[config.mk]
export PLATFORM = sky130hd
export DESIGN_NAME = rtc_time_setter
export DESIGN_NICKNAME = d
export VERILOG_FILES = /design/src/rtl/rtc_pkg.sv /design/src/rtl/rtc_btn_debounce.sv /design/src/rtl/rtc_time_setter.sv
export SDC_FILE = /design/constraint.sdc
export NUM_CORES = 1
export LEC_CHECK = 0
export CAP_MARGIN = 10
export CELL_PAD_IN_SITES_DETAIL_PLACEMENT = 1
export CELL_PAD_IN_SITES_GLOBAL_PLACEMENT = 2
export CORE_MARGIN = 3
export CORE_UTILIZATION = 45
export CTS_BUF_LIST = sky130_fd_sc_hd__clkbuf_4
export DETAILED_ROUTE_END_ITERATION = 8
export DONT_BUFFER_PORTS = 1
export GPL_ROUTABILITY_DRIVEN = 0
export PLACE_DENSITY_LB_ADDON = 0.1
export SETUP_SLACK_MARGIN = 0.02
export SLEW_MARGIN = 20
export SYNTH_ARGS = -nofsm -noshare
export SYNTH_HDL_FRONTEND = slang
export SYNTH_HIERARCHICAL = 1
export SYNTH_SLANG_ARGS = --single-unit
[constraint.sdc]
create_clock -name clk -period 2.8 [get_ports clk]
set_input_delay 0.56 -clock clk [delete_from_list [all_inputs] [get_ports clk]]
set_output_delay 0.56 -clock clk [all_outputs]
set_load 0.01 [all_outputs]
[src/rtl/rtc_pkg.sv]
`default_nettype none
// ============================================================================
//  Module      : rtc_pkg
//  Description : Shared types and constants for the RTC time-set front end:
//                FSM state encoding, BCD limits, edit-field codes and a
//                seed-validity helper.
//  Revision    : 1.0 - initial release
// ============================================================================
package rtc_pkg;

    localparam int DIGIT_W = 4;

    localparam logic [DIGIT_W-1:0] BCD_MAX   = 4'd9;
    localparam logic [DIGIT_W-1:0] HR_MAX_M  = 4'd2;
    localparam logic [DIGIT_W-1:0] HR_MAX_L  = 4'd3;
    localparam logic [DIGIT_W-1:0] MIN_MAX_M = 4'd5;

    localparam logic [1:0] FIELD_NONE    = 2'd0;
    localparam logic [1:0] FIELD_HOURS   = 2'd1;
    localparam logic [1:0] FIELD_MINUTES = 2'd2;

    typedef enum logic [1:0] {
        ST_IDLE     = 2'd0,
        ST_EDIT_HR  = 2'd1,
        ST_EDIT_MIN = 2'd2,
        ST_LOAD     = 2'd3
    } state_t;

    // True when HH:MM is a legal 24-hour BCD time.
    function automatic logic bcd_hhmm_valid(
        input logic [DIGIT_W-1:0] hr_m,
        input logic [DIGIT_W-1:0] hr_l,
        input logic [DIGIT_W-1:0] min_m,
        input logic [DIGIT_W-1:0] min_l
    );
        logic ok;
        ok = (hr_l <= BCD_MAX) && (min_l <= BCD_MAX) &&
             (hr_m <= HR_MAX_M) && (min_m <= MIN_MAX_M);
        if ((hr_m == HR_MAX_M) && (hr_l > HR_MAX_L))
            ok = 1'b0;
        return ok;
    endfunction

endpackage
`default_nettype wire

[src/rtl/rtc_btn_debounce.sv]
`default_nettype none
// ============================================================================
//  Module      : rtc_btn_debounce
//  Description : Raw push-button conditioner: 2-flop synchroniser, counting
//                debouncer and rising-edge detector giving a 1-cycle press
//                pulse one cycle after the debounced level rises.
//  Revision    : 1.0 - initial release
// ============================================================================
module rtc_btn_debounce #(
    parameter int DB_CYCLES = 20000
) (
    input  logic clk,
    input  logic reset,
    input  logic i_btn_raw,
    output logic o_press
);

    localparam int              CNT_W    = (DB_CYCLES > 2) ? $clog2(DB_CYCLES) : 1;
    localparam logic [CNT_W-1:0] CNT_LAST = CNT_W'(DB_CYCLES - 1);

    logic             r_sync0;
    logic             r_sync1;
    logic             r_level;
    logic             r_level_d;
    logic [CNT_W-1:0] r_cnt;
    logic             r_press;

    // Bring the asynchronous button into the clock domain.
    always_ff @(posedge clk or negedge reset) begin
        if (!reset) begin
            r_sync0 <= 1'b0;
            r_sync1 <= 1'b0;
        end else begin
            r_sync0 <= i_btn_raw;
            r_sync1 <= r_sync0;
        end
    end

    // Flip the level only after DB_CYCLES consecutive differing samples.
    always_ff @(posedge clk or negedge reset) begin
        if (!reset) begin
            r_level <= 1'b0;
            r_cnt   <= '0;
        end else if (r_sync1 != r_level) begin
            if (r_cnt == CNT_LAST) begin
                r_level <= r_sync1;
                r_cnt   <= '0;
            end else begin
                r_cnt <= r_cnt + 1'b1;
            end
        end else begin
            r_cnt <= '0;
        end
    end

    // Registered rising-edge pulse; releases produce nothing.
    always_ff @(posedge clk or negedge reset) begin
        if (!reset) begin
            r_level_d <= 1'b0;
            r_press   <= 1'b0;
        end else begin
            r_level_d <= r_level;
            r_press   <= r_level & ~r_level_d;
        end
    end

    assign o_press = r_press;

endmodule
`default_nettype wire

[src/rtl/rtc_time_setter.sv]
`default_nettype none
// ============================================================================
//  Module      : rtc_time_setter
//  Description : Time-set front end for the HH:MM:SS clock. Two debounced
//                buttons walk an hours/minutes edit seeded from the live
//                time, then the new HH:MM is offered on a valid/ready bus.
//  Revision    : 1.0 - initial release
// ============================================================================
module rtc_time_setter
    import rtc_pkg::*;
#(
    parameter int DB_CYCLES      = 20000,
    parameter int TIMEOUT_CYCLES = 50000000
) (
    input  logic               clk,
    input  logic               reset,
    input  logic               btn_mode_raw,
    input  logic               btn_inc_raw,
    input  logic [DIGIT_W-1:0] cur_hr_m,
    input  logic [DIGIT_W-1:0] cur_hr_l,
    input  logic [DIGIT_W-1:0] cur_min_m,
    input  logic [DIGIT_W-1:0] cur_min_l,
    output logic [DIGIT_W-1:0] edit_hr_m,
    output logic [DIGIT_W-1:0] edit_hr_l,
    output logic [DIGIT_W-1:0] edit_min_m,
    output logic [DIGIT_W-1:0] edit_min_l,
    output logic               editing,
    output logic [1:0]         edit_field,
    output logic               load_valid,
    input  logic               load_ready
);

    localparam int               TMO_W    = $clog2(TIMEOUT_CYCLES);
    localparam logic [TMO_W-1:0] TMO_LAST = TMO_W'(TIMEOUT_CYCLES - 1);

    logic w_mode_press;
    logic w_inc_press;

    state_t             r_state, w_state_nxt;
    logic [TMO_W-1:0]   r_tmo, w_tmo_nxt;
    logic [DIGIT_W-1:0] r_hr_m, r_hr_l, r_min_m, r_min_l;
    logic [DIGIT_W-1:0] w_hr_m_nxt, w_hr_l_nxt, w_min_m_nxt, w_min_l_nxt;
    logic [1:0]         w_field_nxt;
    logic               r_editing;
    logic [1:0]         r_field;
    logic               r_load_valid;

    rtc_btn_debounce #(.DB_CYCLES(DB_CYCLES)) u_db_mode (
        .clk       (clk),
        .reset     (reset),
        .i_btn_raw (btn_mode_raw),
        .o_press   (w_mode_press)
    );

    rtc_btn_debounce #(.DB_CYCLES(DB_CYCLES)) u_db_inc (
        .clk       (clk),
        .reset     (reset),
        .i_btn_raw (btn_inc_raw),
        .o_press   (w_inc_press)
    );

    // Next state, digit edits and timeout count; mode press always beats inc.
    always_comb begin
        w_state_nxt = r_state;
        w_tmo_nxt   = r_tmo;
        w_hr_m_nxt  = r_hr_m;
        w_hr_l_nxt  = r_hr_l;
        w_min_m_nxt = r_min_m;
        w_min_l_nxt = r_min_l;
        case (r_state)
            ST_IDLE: begin
                w_tmo_nxt = '0;
                if (w_mode_press) begin
                    w_state_nxt = ST_EDIT_HR;
                    if (bcd_hhmm_valid(cur_hr_m, cur_hr_l, cur_min_m, cur_min_l)) begin
                        w_hr_m_nxt  = cur_hr_m;
                        w_hr_l_nxt  = cur_hr_l;
                        w_min_m_nxt = cur_min_m;
                        w_min_l_nxt = cur_min_l;
                    end else begin
                        w_hr_m_nxt  = '0;
                        w_hr_l_nxt  = '0;
                        w_min_m_nxt = '0;
                        w_min_l_nxt = '0;
                    end
                end
            end
            ST_EDIT_HR: begin
                if (w_mode_press) begin
                    w_state_nxt = ST_EDIT_MIN;
                    w_tmo_nxt   = '0;
                end else if (w_inc_press) begin
                    w_tmo_nxt = '0;
                    if ((r_hr_m == HR_MAX_M) && (r_hr_l == HR_MAX_L)) begin
                        w_hr_m_nxt = '0;
                        w_hr_l_nxt = '0;
                    end else if (r_hr_l == BCD_MAX) begin
                        w_hr_l_nxt = '0;
                        w_hr_m_nxt = r_hr_m + 4'd1;
                    end else begin
                        w_hr_l_nxt = r_hr_l + 4'd1;
                    end
                end else if (r_tmo == TMO_LAST) begin
                    w_state_nxt = ST_IDLE;
                    w_tmo_nxt   = '0;
                end else begin
                    w_tmo_nxt = r_tmo + 1'b1;
                end
            end
            ST_EDIT_MIN: begin
                if (w_mode_press) begin
                    w_state_nxt = ST_LOAD;
                    w_tmo_nxt   = '0;
                end else if (w_inc_press) begin
                    w_tmo_nxt = '0;
                    if ((r_min_m == MIN_MAX_M) && (r_min_l == BCD_MAX)) begin
                        w_min_m_nxt = '0;
                        w_min_l_nxt = '0;
                    end else if (r_min_l == BCD_MAX) begin
                        w_min_l_nxt = '0;
                        w_min_m_nxt = r_min_m + 4'd1;
                    end else begin
                        w_min_l_nxt = r_min_l + 4'd1;
                    end
                end else if (r_tmo == TMO_LAST) begin
                    w_state_nxt = ST_IDLE;
                    w_tmo_nxt   = '0;
                end else begin
                    w_tmo_nxt = r_tmo + 1'b1;
                end
            end
            ST_LOAD: begin
                w_tmo_nxt = '0;
                if (r_load_valid && load_ready)
                    w_state_nxt = ST_IDLE;
            end
            default: begin
                w_state_nxt = ST_IDLE;
                w_tmo_nxt   = '0;
            end
        endcase
    end

    // Field code for the blink logic, derived from the upcoming state.
    always_comb begin
        w_field_nxt = FIELD_NONE;
        case (w_state_nxt)
            ST_EDIT_HR:  w_field_nxt = FIELD_HOURS;
            ST_EDIT_MIN: w_field_nxt = FIELD_MINUTES;
            default:     w_field_nxt = FIELD_NONE;
        endcase
    end

    // State register.
    always_ff @(posedge clk or negedge reset) begin
        if (!reset)
            r_state <= ST_IDLE;
        else
            r_state <= w_state_nxt;
    end

    // Working digits and idle timeout counter.
    always_ff @(posedge clk or negedge reset) begin
        if (!reset) begin
            r_tmo   <= '0;
            r_hr_m  <= '0;
            r_hr_l  <= '0;
            r_min_m <= '0;
            r_min_l <= '0;
        end else begin
            r_tmo   <= w_tmo_nxt;
            r_hr_m  <= w_hr_m_nxt;
            r_hr_l  <= w_hr_l_nxt;
            r_min_m <= w_min_m_nxt;
            r_min_l <= w_min_l_nxt;
        end
    end

    // Status outputs registered alongside the state so they move together.
    always_ff @(posedge clk or negedge reset) begin
        if (!reset) begin
            r_editing    <= 1'b0;
            r_field      <= FIELD_NONE;
            r_load_valid <= 1'b0;
        end else begin
            r_editing    <= (w_state_nxt != ST_IDLE);
            r_field      <= w_field_nxt;
            r_load_valid <= (w_state_nxt == ST_LOAD);
        end
    end

    assign edit_hr_m  = r_hr_m;
    assign edit_hr_l  = r_hr_l;
    assign edit_min_m = r_min_m;
    assign edit_min_l = r_min_l;
    assign editing    = r_editing;
    assign edit_field = r_field;
    assign load_valid = r_load_valid;

endmodule
`default_nettype wire
=== After elaboration in Yosys (flattened, before gate mapping) ===
Cells that the tools add are included.

* Add/subtract/negate cells: 7
* Multiply operators: 0
* Div/mod/pow operators: 0
* Order comparisons: 5
* Equal/unequal tests: 24
* Shifts and indexed selects: 0
* Mux-type cells: 47
* Bitwise logic cells: 4
* Reduce and logical (&&, ||, !) cells: 19

{| class="wikitable"
|+ Operators with widths
! operator !! count
|-
| $mux 4 || 24
|-
| $mux 26 || 3
|-
| $mux 15 || 4
|-
| $pmux 26 s2 || 1
|-
| $pmux 4 s2 || 4
|-
| $add 15x1->15 const B || 2
|-
| $eq 15x15->1 const B || 2
|-
| $add 26x1->26 const B || 1
|-
| $eq 26x26->1 const B || 1
|-
| $add 4x1->4 const B || 4
|-
| $eq 4x2->1 const B || 3
|-
| $mux 2 || 6
|-
| $reduce_and 5->1 || 2
|-
| $eq 2x2->1 const B || 4
|-
| $eq 4x4->1 const B || 2
|-
| $le 4x4->1 const B || 2
|-
| $pmux 2 s4 || 1
|-
| $reduce_and 4->1 || 2
|-
| $logic_and 1x1->1 || 7
|-
| $ne 2x1->1 const B || 3
|-
| $ne 3x3->1 const B || 2
|-
| $reduce_bool 2->1 || 3
|-
| $eq 2x1->1 const B || 2
|-
| $eq 4x3->1 const B || 1
|-
| other kinds (12) || 20
|}

* Register bits after elaboration: 88
* Latch bits: 0
* RAM bits: 0
* Bits in read-only memories: 0
* Word-level logic and storage cells: 127
* Memories kept: 0

=== Longest topological paths before layout ===
Gate-level depths: netlist (run 1).

* Depth in word-level cells: 10
* Gate-level depth with buffers: 8

=== Hierarchy ===
Netlist (run 1), hierarchy kept.

{| class="wikitable"
|+ By module, submodules not included
! module !! instances !! cells an instance !! area an instance (µm²) !! sequential area each (µm²)
|-
| rtc_time_setter || 1 || 303 || 2,808.9 || 1,201.2
|-
| rtc_btn_debounce || 2 || 84 || 893.4 || 500.5
|}

=== Worst setup path after synthesis (run 1) ===
OpenSTA, ideal clock, no wires.

* Path type: register to register
* From: reg u_db_inc.r_cnt[8]
* To: reg u_db_inc.r_level
* Library setup time: 0.125 ns
* Arrival time: 1.758 ns
* Setup slack: 0.917 ns
* Cell stages (with the launch flop): 4
* Path buffers: 0
* Clock period less this slack: 1.883 ns
* Path through: dfrtp_1 -> or4b_1 -> or4_4 -> mux2_4

* Cells in the longest elaborated chain, start to end: 2

{| class="wikitable"
|+ RTL lines
! element !! RTL line !! text
|-
| from (decl) || rtc_btn_debounce.sv:25 || <nowiki>logic [CNT_W-1:0] r_cnt;</nowiki>
|-
| from (signal assigned) || rtc_btn_debounce.sv:49 || <nowiki>r_cnt <= r_cnt + 1'b1;</nowiki>
|-
| $eq 15x15->1 || rtc_btn_debounce.sv:45 || <nowiki>if (r_cnt == CNT_LAST) begin</nowiki>
|-
| $reduce_and 2->1 (no line) || - ||
|-
| to (signal assigned) || rtc_btn_debounce.sv:46 || <nowiki>r_level <= r_sync1;</nowiki>
|-
| to (decl) || rtc_btn_debounce.sv:23 || <nowiki>logic r_level;</nowiki>
|}

Every way passes these cells.
A chain may end at the register's enable or synchronous reset.

=== Worst setup path in the final report (run 1) ===
* From: reg r_state[0]
* To: reg r_min_m[2], in the netlist edit_min_m[2]

* Cells in the longest elaborated chain, start to end: 3
* Elaborated cells between the ends (all ways): 9
* Those cells by class: eq/ne (5); mux (1); reduce/logical (3)

{| class="wikitable"
|+ RTL lines
! element !! RTL line !! text
|-
| from (decl) || rtc_time_setter.sv:39 || <nowiki>state_t r_state, w_state_nxt;</nowiki>
|-
| from (signal assigned) || rtc_time_setter.sv:159 || <nowiki>r_state <= w_state_nxt;</nowiki>
|-
| $eq 2x2->1 / $logic_not 2->1 (equally long branches) || rtc_time_setter.sv:70 || <nowiki>case (r_state)</nowiki>
|-
| $ne 3x3->1 (no line) (tied with other cells) || - ||
|-
| $reduce_and 5->1 (no line) || - ||
|-
| to (signal assigned) || rtc_time_setter.sv:174 || <nowiki>r_min_m <= w_min_m_nxt;</nowiki>
|-
| to (decl) || rtc_time_setter.sv:41 || <nowiki>logic [DIGIT_W-1:0] r_hr_m, r_hr_l, r_min_m, r_min_l;</nowiki>
|}

Parallel ways exist; a longest one is shown, timed or not.

==> results of run 1 <==
where the power goes:
| group | internal, mW | switching (mW) | leakage (nW) |
|---|---|---|---|
| logic | 0.100 | 0.227 | 0.742 |
| clock network | 0.364 | 0.467 | 0.0863 |
| registers | 1.32 | 0.0787 | 1.16 |
worst min-delay path by stage:
stage | start | end | cells after the start
2_1_floorplan | reset | edit_field[0] | 0
6_report | btn_inc_raw | u_db_inc/r_sync0 | 0
3_5_place_dp | reset | u_db_mode/r_cnt[2] | 0
5_1_grt | btn_mode_raw | u_db_mode/r_sync0 | 0
4_1_cts | btn_mode_raw | u_db_mode/r_sync0 | 0
3_3_place_gp | reset | u_db_mode/r_cnt[2] | 0
flip-flops by register name, summed over array words and instances, names as in the netlist, 2 cells and up:
name	count
edit_field	2
edit_hr_l	4
edit_hr_m	4
edit_min_l	4
edit_min_m	4
r_state	2
r_tmo	26
u_db_inc/r_cnt	15
u_db_mode/r_cnt	15
cells in the final DEF (no fill, tap or decap), drive strengths merged, types with 16 or more instances in the layout:
master and instances:
nand4 16, a21oi 18, inv 21, xor2 23, nand3 29, nor2 81
nand2 31, xnor2 27, o21ai 21, dfrtp 88
kinds of logic (layout without fill, tap and decap cells):
family | after synthesis | in the layout | share of synthesized area, %
AO/OA/AOI/OAI | 66 | 66 | 8.96
XOR/XNOR | 50 | 50 | 9.53
buffers and inverters | 31 | 38 | 3.48
AND/OR/NAND/NOR | 221 | 221 | 26.0
flip-flops | 88 | 88 | 47.9
multiplexers | 4 | 4 | 1.09
adder cells (fa/ha/maj) | 11 | 11 | 2.99
cells in the mapped netlist (5+ instances only):
library cell,instances
o31ai_1,5
xnor2_1,27
xor2_1,23
or3_1,5
nor2_1,79
nand2_1,30
and3_1,5
nor2b_1,5
inv_1,20
nor3_1,11
ha_1,11
o21ai_0,19
a21oi_1,18
nand3_1,27
dfrtp_1,88
nand4_1,15
nor4_1,8
routing by layer:
layer,GRT usage [%],up-vias
li1,-,1656
met1,24.5,1726
met2,30.0,44
met3,4.33,12
met4,5.48,0
met5,0,-
stage by stage:
step                hold slack (ns)  setup WS (ns)  power [mW]  cell area [um2]  util [%]
finish                        0.127          0.515        2.56             4880      49.4
global route                 0.0687          0.290        2.70             4880      49.4
CTS                          0.0890          0.538        2.60             4880      49.4
detailed placement            0.267          0.557        1.73             4680      47.4
global placement              0.266          0.676        1.72             4680      47.4
floorplan                     0.264          0.917        1.67             4600         -
critical path, stage by stage, from the launching register on:
cell,delay [ns]
dfrtp_1,0.48
inv_1,0.17
ha_1,0.39
nand2_2,0.14
o21ai_0,0.41
nand2_1,0.27
o21ai_0,0.21
o21ai_0,0.09
final cells by class:
class / count / area [um2]
clock buffer: 9 / 67.6
timing repair buffer: 2 / 37.5
multi-input combinational: 352 / 2230
tap: 133 / 166
clock inverter: 7 / 95.1
fill: 1138 / 4990
sequential: 88 / 2200
inverter: 20 / 75.1
repair_timing:
action,in CTS,in global routing
hold buffers,2,0
gates resized for setup,0,0
endpoints found under the setup margin,0,0
endpoints found under the hold margin,88,0
==> reports/qor.txt, run 1 <==
RR Startpoint - r_state[0]
Synth Flop Type - dfrtp_1
WL/cell - 16.1 um
Die H - 107 um
Max FO, Critical Path - 11
via count - 3,438
Final Hold Viols - 0
Crit. Startpoint - r_state[0]
via/cell ratio - 5.63
Final period util - 81.6%
FF-to-FF End - edit_min_m[2]
highest metal used - met4
Worst Setup Start Kind - register
wire length on met2 - 4620 um
post-synthesis register bit count - 88
fin nets - 505
initial antenna violation count - 0
syn_nets - 503
Clock transition at path regs - 0.15 ns
share of cells above drive strength 1 - 7.11%
Num CTS Buffers - 9
Num Clock Sinks - 88
Total GRT Usage - 18.4%
Synth area leader - dfrtp_1
CTS tree - done
clk_lat worst skew - 0.45 ns
Tmin final - 2.29 ns
met3 WL post-DR - 370 um
RSZ-0062 raised after global routing - false
outcome - completed
io pins - 41
Synth top area share - 47.9%
Starting Density - 46.6%
Rows - 36
Worst Tran Pin Value - 0.595 ns
Slew Viols, Final - 0
Seq/Total Area, Yosys - 47.9%
Rel. slew slack - 59.8%
pin count of the biggest net entering global routing - 89
met1 WL - 4720 um
DR iter-0 viols - 102
Post-synth EDFFs - 0
ANT cells - 0
FF-to-FF path depth - 7
post-synthesis cell type count - 61
Critical Path AT - 2.62 ns
Max H-tree Level - 3
core area - 0.00986 mm2
post-CTS setup buffers - 0
# DRC - 0
Max-cap violations - 0
global route total overflow - 0
Area Overhead vs Synth - 6.13%
Critical Path Sink Type - register
die area - 0.0115 mm2
setup clock skew after layout - 0.0133 ns
setup_tns - 0 ns
Max Root-Sink Buffers - 2
fmax - 0.438 GHz
worst hold-check path type - in2reg
Lkg Pwr - 1.99 nW
root buffer cell - clkbuf_4
ranking of synthesized cells by area - dfrtp_1, nor2_1, xnor2_1
Critical Path End - edit_min_m[2]
Port Buf Inserts - 0
required time of the worst setup path - 3.13 ns
Crit Path Category - reg2reg
Yosys warnings - 6
r2r setup slk - 0.51 ns
Finished Layout Cells - 611
final setup vio count - 0
router iterations before antenna repair - 4
vias in the first global route - 3,592
Post-Place Cells - 593
Post-Syn Area - 0.00460 mm2
Post-Synthesis Cells - 471
global-route wire length before repair - 17,200 um
Die Width - 107 um
Async SR Flop Fraction - 100%
P per Cell Area - 525 mW/mm2
VDD IR max - 261 uV
Final HPWL DP - 6840 um
routed wire length - 9840 um
Final ANT Viol Nets - 0
Avg Cell Area, Syn - 9.76 um2
No activity file was read; power rests on OpenSTA's default activity.
==> inputs of run 2 (changes only) <==
Settings changed: CORE_UTILIZATION 45 to 42.
Clock period 2.8 ns to 2.35 ns, I/O delays scaled along.
==> reports/qor.txt, run 2 (synthesis gave the netlist of run 1 again) <==
GRT busiest layer - met2
required time of the worst setup path - 2.71 ns
io pins - 41
Critical Path Sink Type - register
Clk pwr share - 31.3%
Rel. slew slack - 63.0%
fmax - 0.484 GHz
Num Clock Sinks - 88
final setup vio count - 0
Multi-input gate area - 0.00223 mm2
Num CTS Buffers - 9
Post-Place Cells - 604
Max Root-Sink Buffers - 2
FF-to-FF path depth - 7
router iterations before antenna repair - 4
worst hold margin - -0.302 ns
commonest cells after routing, fill and taps aside - dfrtp_1, nor2_1, nand2_1
Final Hold Viols - 88
met2 Usage GRT - 28.4%
r2r setup slk - 0.28 ns
Finished Layout Cells - 623
combinational fraction of design power - 13.8%
Worst Tran Pin Value - 0.548 ns
Layout Utilization - 47.1%
Rows - 37
Crit. Startpoint - r_state[1]
Max FO, Critical Path - 7
Slew Viols, Final - 0
root buffer cell - clkbuf_4
via count - 3,459
fin nets - 513
Tmin final - 2.07 ns
Die H - 111 um
Port Buf Inserts - 0
die area - 0.0122 mm2
clk_lat worst skew - 0.44 ns
Crit Path Category - reg2reg
share of cells above drive strength 1 - 8.02%
leading cell type in the layout, fill and taps excluded - dfrtp_1
register area - 0.00220 mm2
initial antenna violation count - 2
FF-to-FF End - edit_hr_m[2]
routed wire length - 10,200 um
CTS resizes - 0
Switching Share - 28.7%
Largest register FFs - 26
worst hold-check path type - in2async
Net Switching - 871 uW
Total GRT Usage - 17.9%
Largest Register - r_tmo
GR Layer Usage met3 - 4.93%
Area Overhead vs Synth - 7.27%
internal power - 2.17 mW
WL/cell - 16.4 um
pin count of the biggest net entering global routing - 89
outcome - complete, but fails checks
Clock transition at path regs - 0.15 ns
setup_tns - 0 ns
Final HPWL DP - 7170 um
setup clock skew after layout - 0.0243 ns
global-route wire length before repair - 18,200 um
Final ANT Viol Nets - 0
# DRC - 0
Post-Place Setup Slack - 0.258 ns
Final WS setup - 0.282 ns
VDD IR max - 374 uV
Final period util - 88.0%
Lkg Pwr - 2.03 nW
via/cell ratio - 5.55
fill count - 1,206
CTS tree - done
Largest regs - r_tmo x26, u_db_inc/r_cnt x15, u_db_mode/r_cnt x15
vias in the first global route - 3,599
Critical Path End - edit_hr_m[2]
Max-cap violations - 0
global route total overflow - 0
Starting Density - 43.9%
Worst Setup Start Kind - register
DR iter-0 viols - 198
Die Width - 111 um
failing checks - negative hold slack
core area - 0.0105 mm2
Seq pwr share - 54.8%
met1 Usage GRT - 24.0%
post-CTS setup buffers - 0
Max H-tree Level - 3
P per Cell Area - 616 mW/mm2
Critical Path AT - 2.42 ns
RSZ-0062 raised after global routing - false
post-layout power - 3.04 mW
RR Startpoint - r_state[1]
-- run 2: changes by cell type in the layout (fill, tap and decap cells not counted) --
cell / previous run / this run
clkinvlp_4: 1 / 0
diode_2: 0 / 1
inv_6: 1 / 0
dlygate4sd3_1: 1 / 2
clkinv_1: 0 / 2
buf_16: 1 / 0
buf_4: 0 / 7
buf_12: 0 / 1
-- run 2: worst min-delay path by stage --
stage | startpoint | end | slack (ns) | cells past startpoint
2_1_floorplan | reset | edit_field[0] | 0.17 | 0
3_3_place_gp | reset | u_db_mode/r_cnt[0] | 0.18 | 0
3_5_place_dp | reset | u_db_mode/r_cnt[0] | 0.18 | 0
4_1_cts | reset | edit_hr_l[2] | -0.35 | 0
5_1_grt | reset | edit_hr_l[1] | -0.38 | 0
6_report | reset | edit_hr_l[3] | -0.30 | 0
-- run 2: final cells by class --
class | count | share of cell area, %
Multi-Input combinational cell | 352 | 45.3
Sequential cell | 88 | 44.7
Tap cell | 136 | 3.45
Timing Repair Buffer | 10 | 1.88
Clock inverter | 7 | 1.75
Inverter | 20 | 1.52
Clock buffer | 9 | 1.37
Antenna cell | 1 | 0.0508
-- run 2: critical path: stages, from the launching register on --
cell	delay [ns]
dfrtp_1	0.48
inv_1	0.13
ha_1	0.26
nand4bb_1	0.24
or3_1	0.35
o22ai_2	0.25
o21ai_1	0.11
a21o_1	0.18
-- run 2: power by group through the flow --
stage	clock (mW)	combinational (mW)	sequential, mW
6_report	0.951	0.421	1.67
5_1_grt	1.07	0.471	1.68
4_1_cts	1.00	0.427	1.67
3_5_place_dp	0	0.424	1.70
3_3_place_gp	0	0.421	1.69
2_1_floorplan	0	0.320	1.67
-- run 2: stage by stage --
step,instance area [um2],hold slack (ns)
2_1_floorplan,4600,0.174
3_3_place_gp,4750,0.177
3_5_place_dp,4750,0.177
4_1_cts,4910,-0.346
5_1_grt,4930,-0.376
6_report,4930,-0.302
-- run 2: per-layer routing --
metal / routed length, um / share of wire [%]
met2: 4810 / 47
met4: 105 / 1.0
met3: 333 / 3.3
met5: 7 / 0.068
met1: 4970 / 49
==> inputs of run 3 (changes only) <==
Settings changed: GPL_TIMING_DRIVEN from default to 0.
Clock period 2.35 ns to 2.25 ns, I/O delays scaled along.
==> reports/qor.txt, run 3 (synthesis gave the netlist of run 1 again) <==
slowest stage cell, crit path - dfrtp_2
via count - 3,484
Die H - 111 um
leading cell type in the layout, fill and taps excluded - dfrtp_1
outcome - complete, but fails checks
io pins - 41
router iterations before antenna repair - 4
via/cell ratio - 5.56
Clock transition at path regs - 0.16 ns
Rel. slew slack - 56.4%
Num CTS Buffers - 9
Largest register FFs - 26
vias in the first global route - 3,505
Max H-tree Level - 3
commonest cells after routing, fill and taps aside - dfrtp_1, nor2_1, nand2_1
Final period util - 93.0%
P per Cell Area - 629 mW/mm2
Clk pwr share - 29.9%
Total GRT Usage - 16.8%
pin count of the biggest net entering global routing - 89
Port Buf Inserts - 0
CTS Hold Bufs - 2
Lkg Pwr - 2.04 nW
worst hold-check path type - in2async
Slew Viols, Final - 0
setup clock skew after layout - 0.0174 ns
Multi-input gate area - 0.00224 mm2
Switching Share - 30.3%
Final HPWL DP - 6960 um
global route total overflow - 0
CP Cell Sequence - inv_1, ha_1, buf_4, nand2_2, o21a_2, or4_1, a21oi_1, a221o_1
Largest regs - r_tmo x26, u_db_inc/r_cnt x15, u_db_mode/r_cnt x15
fill count - 1,229
fin nets - 518
Max FO, Critical Path - 10
Worst Setup Start Kind - register
Largest Register - r_tmo
Worst Tran Pin Value - 0.638 ns
Tmin final - 2.09 ns
RSZ-0062 raised after global routing - false
Critical Path Sink Type - register
Starting Density - 43.9%
Die Width - 111 um
Crit Path Category - reg2reg
Final Hold Viols - 88
fmax - 0.478 GHz
global-route wire length before repair - 17,200 um
Max-cap violations - 0
root buffer cell - clkbuf_4
worst hold margin - -0.329 ns
clk_lat worst skew - 0.44 ns
VDD IR max - 305 uV
setup_tns - 0 ns
Seq pwr share - 56.0%
FF-to-FF path depth - 8
failing checks - negative hold slack
register area - 0.00220 mm2
final setup vio count - 0
Net Switching - 945 uW
Area Overhead vs Synth - 7.81%
DR iter-0 viols - 179
share of cells above drive strength 1 - 9.78%
# DRC - 0
internal power - 2.17 mW
Critical Path AT - 2.47 ns
required time of the worst setup path - 2.63 ns
core area - 0.0105 mm2
WL/cell - 16.0 um
initial antenna violation count - 1
Layout Utilization - 47.4%
Rows - 37
CTS tree - done
routed wire length - 10,000 um
Final ANT Viol Nets - 0
combinational fraction of design power - 14.1%
Max Root-Sink Buffers - 2
delay of the slowest cell on the worst path - 0.47 ns
Num Clock Sinks - 88
ANT cells - 0
die area - 0.0122 mm2
-- run 3: cell type report --
type | instances | area share (%)
Clock inverter | 7 | 1.57
Buffer | 11 | 1.72
Multi-Input combinational cell | 352 | 45.2
Sequential cell | 88 | 44.5
Tap cell | 136 | 3.43
Timing Repair Buffer | 4 | 0.707
Clock buffer | 9 | 1.36
Inverter | 20 | 1.52
-- run 3: worst paths after layout --
| path | end | startpoint | slack (ns) |
|---|---|---|---|
| max in group asynchronous | r_state[1] | reset | 2.41 |
| setup reg to reg | edit_hr_l[2] | r_state[0] | 0.16 |
| setup / recovery | edit_hr_l[2] | r_state[0] | 0.16 |
| hold reg to reg | u_db_mode/r_sync1 | u_db_mode/r_sync0 | 0.35 |
| min in group clk | edit_hr_l[1] | cur_hr_l[1] | 0.14 |
| hold / removal | u_db_mode/r_cnt[2] | reset | -0.33 |
-- run 3: critical path: cells and delay by family (launching register included) --
kind                       cells  cell delay (ns)
adders and majority gates      1             0.19
AOI/OAI and AO/OA              3             0.55
DFF                            1             0.47
and+or+nand+nor                2             0.51
buffers and inverters          2             0.33
-- run 3: power by group through the flow --
stage / clock [mW] / sequential [mW] / combinational, mW
after global placement: 0 / 1.77 / 0.425
after CTS: 0.974 / 1.75 / 0.433
after floorplan: 0 / 1.75 / 0.334
after global routing: 1.05 / 1.76 / 0.496
final: 0.931 / 1.75 / 0.439
after detailed placement: 0 / 1.78 / 0.429
-- run 3: metal layers --
layer	share of wire [%]	vias to the layer above	global-route usage, %
met4	1.5	2	5.25
met2	46	49	26.6
met1	48	1731	22.5
met5	0.13	-	0
met3	4.3	15	4.55
li1	-	1687	-
-- run 3: metrics by stage --
stage	instance area [um2]	worst slack [ns]	total power, mW	std cells	hold slack, ns
2_1_floorplan	4600	0.367	2.08	471	0.154
3_3_place_gp	4770	0.00306	2.20	607	0.157
3_5_place_dp	4770	-0.0983	2.21	607	0.157
4_1_cts	4930	0.0309	3.15	625	-0.371
5_1_grt	4950	0.0319	3.30	627	-0.396
6_report	4950	0.158	3.12	627	-0.329
-- run 3: what timing repair did --
item | CTS | global route
hold endpoints to repair | 90 | 88
setup endpoints to repair | 3 | 6
setup buffers | 0 | 2
resized for setup | 1 | 5
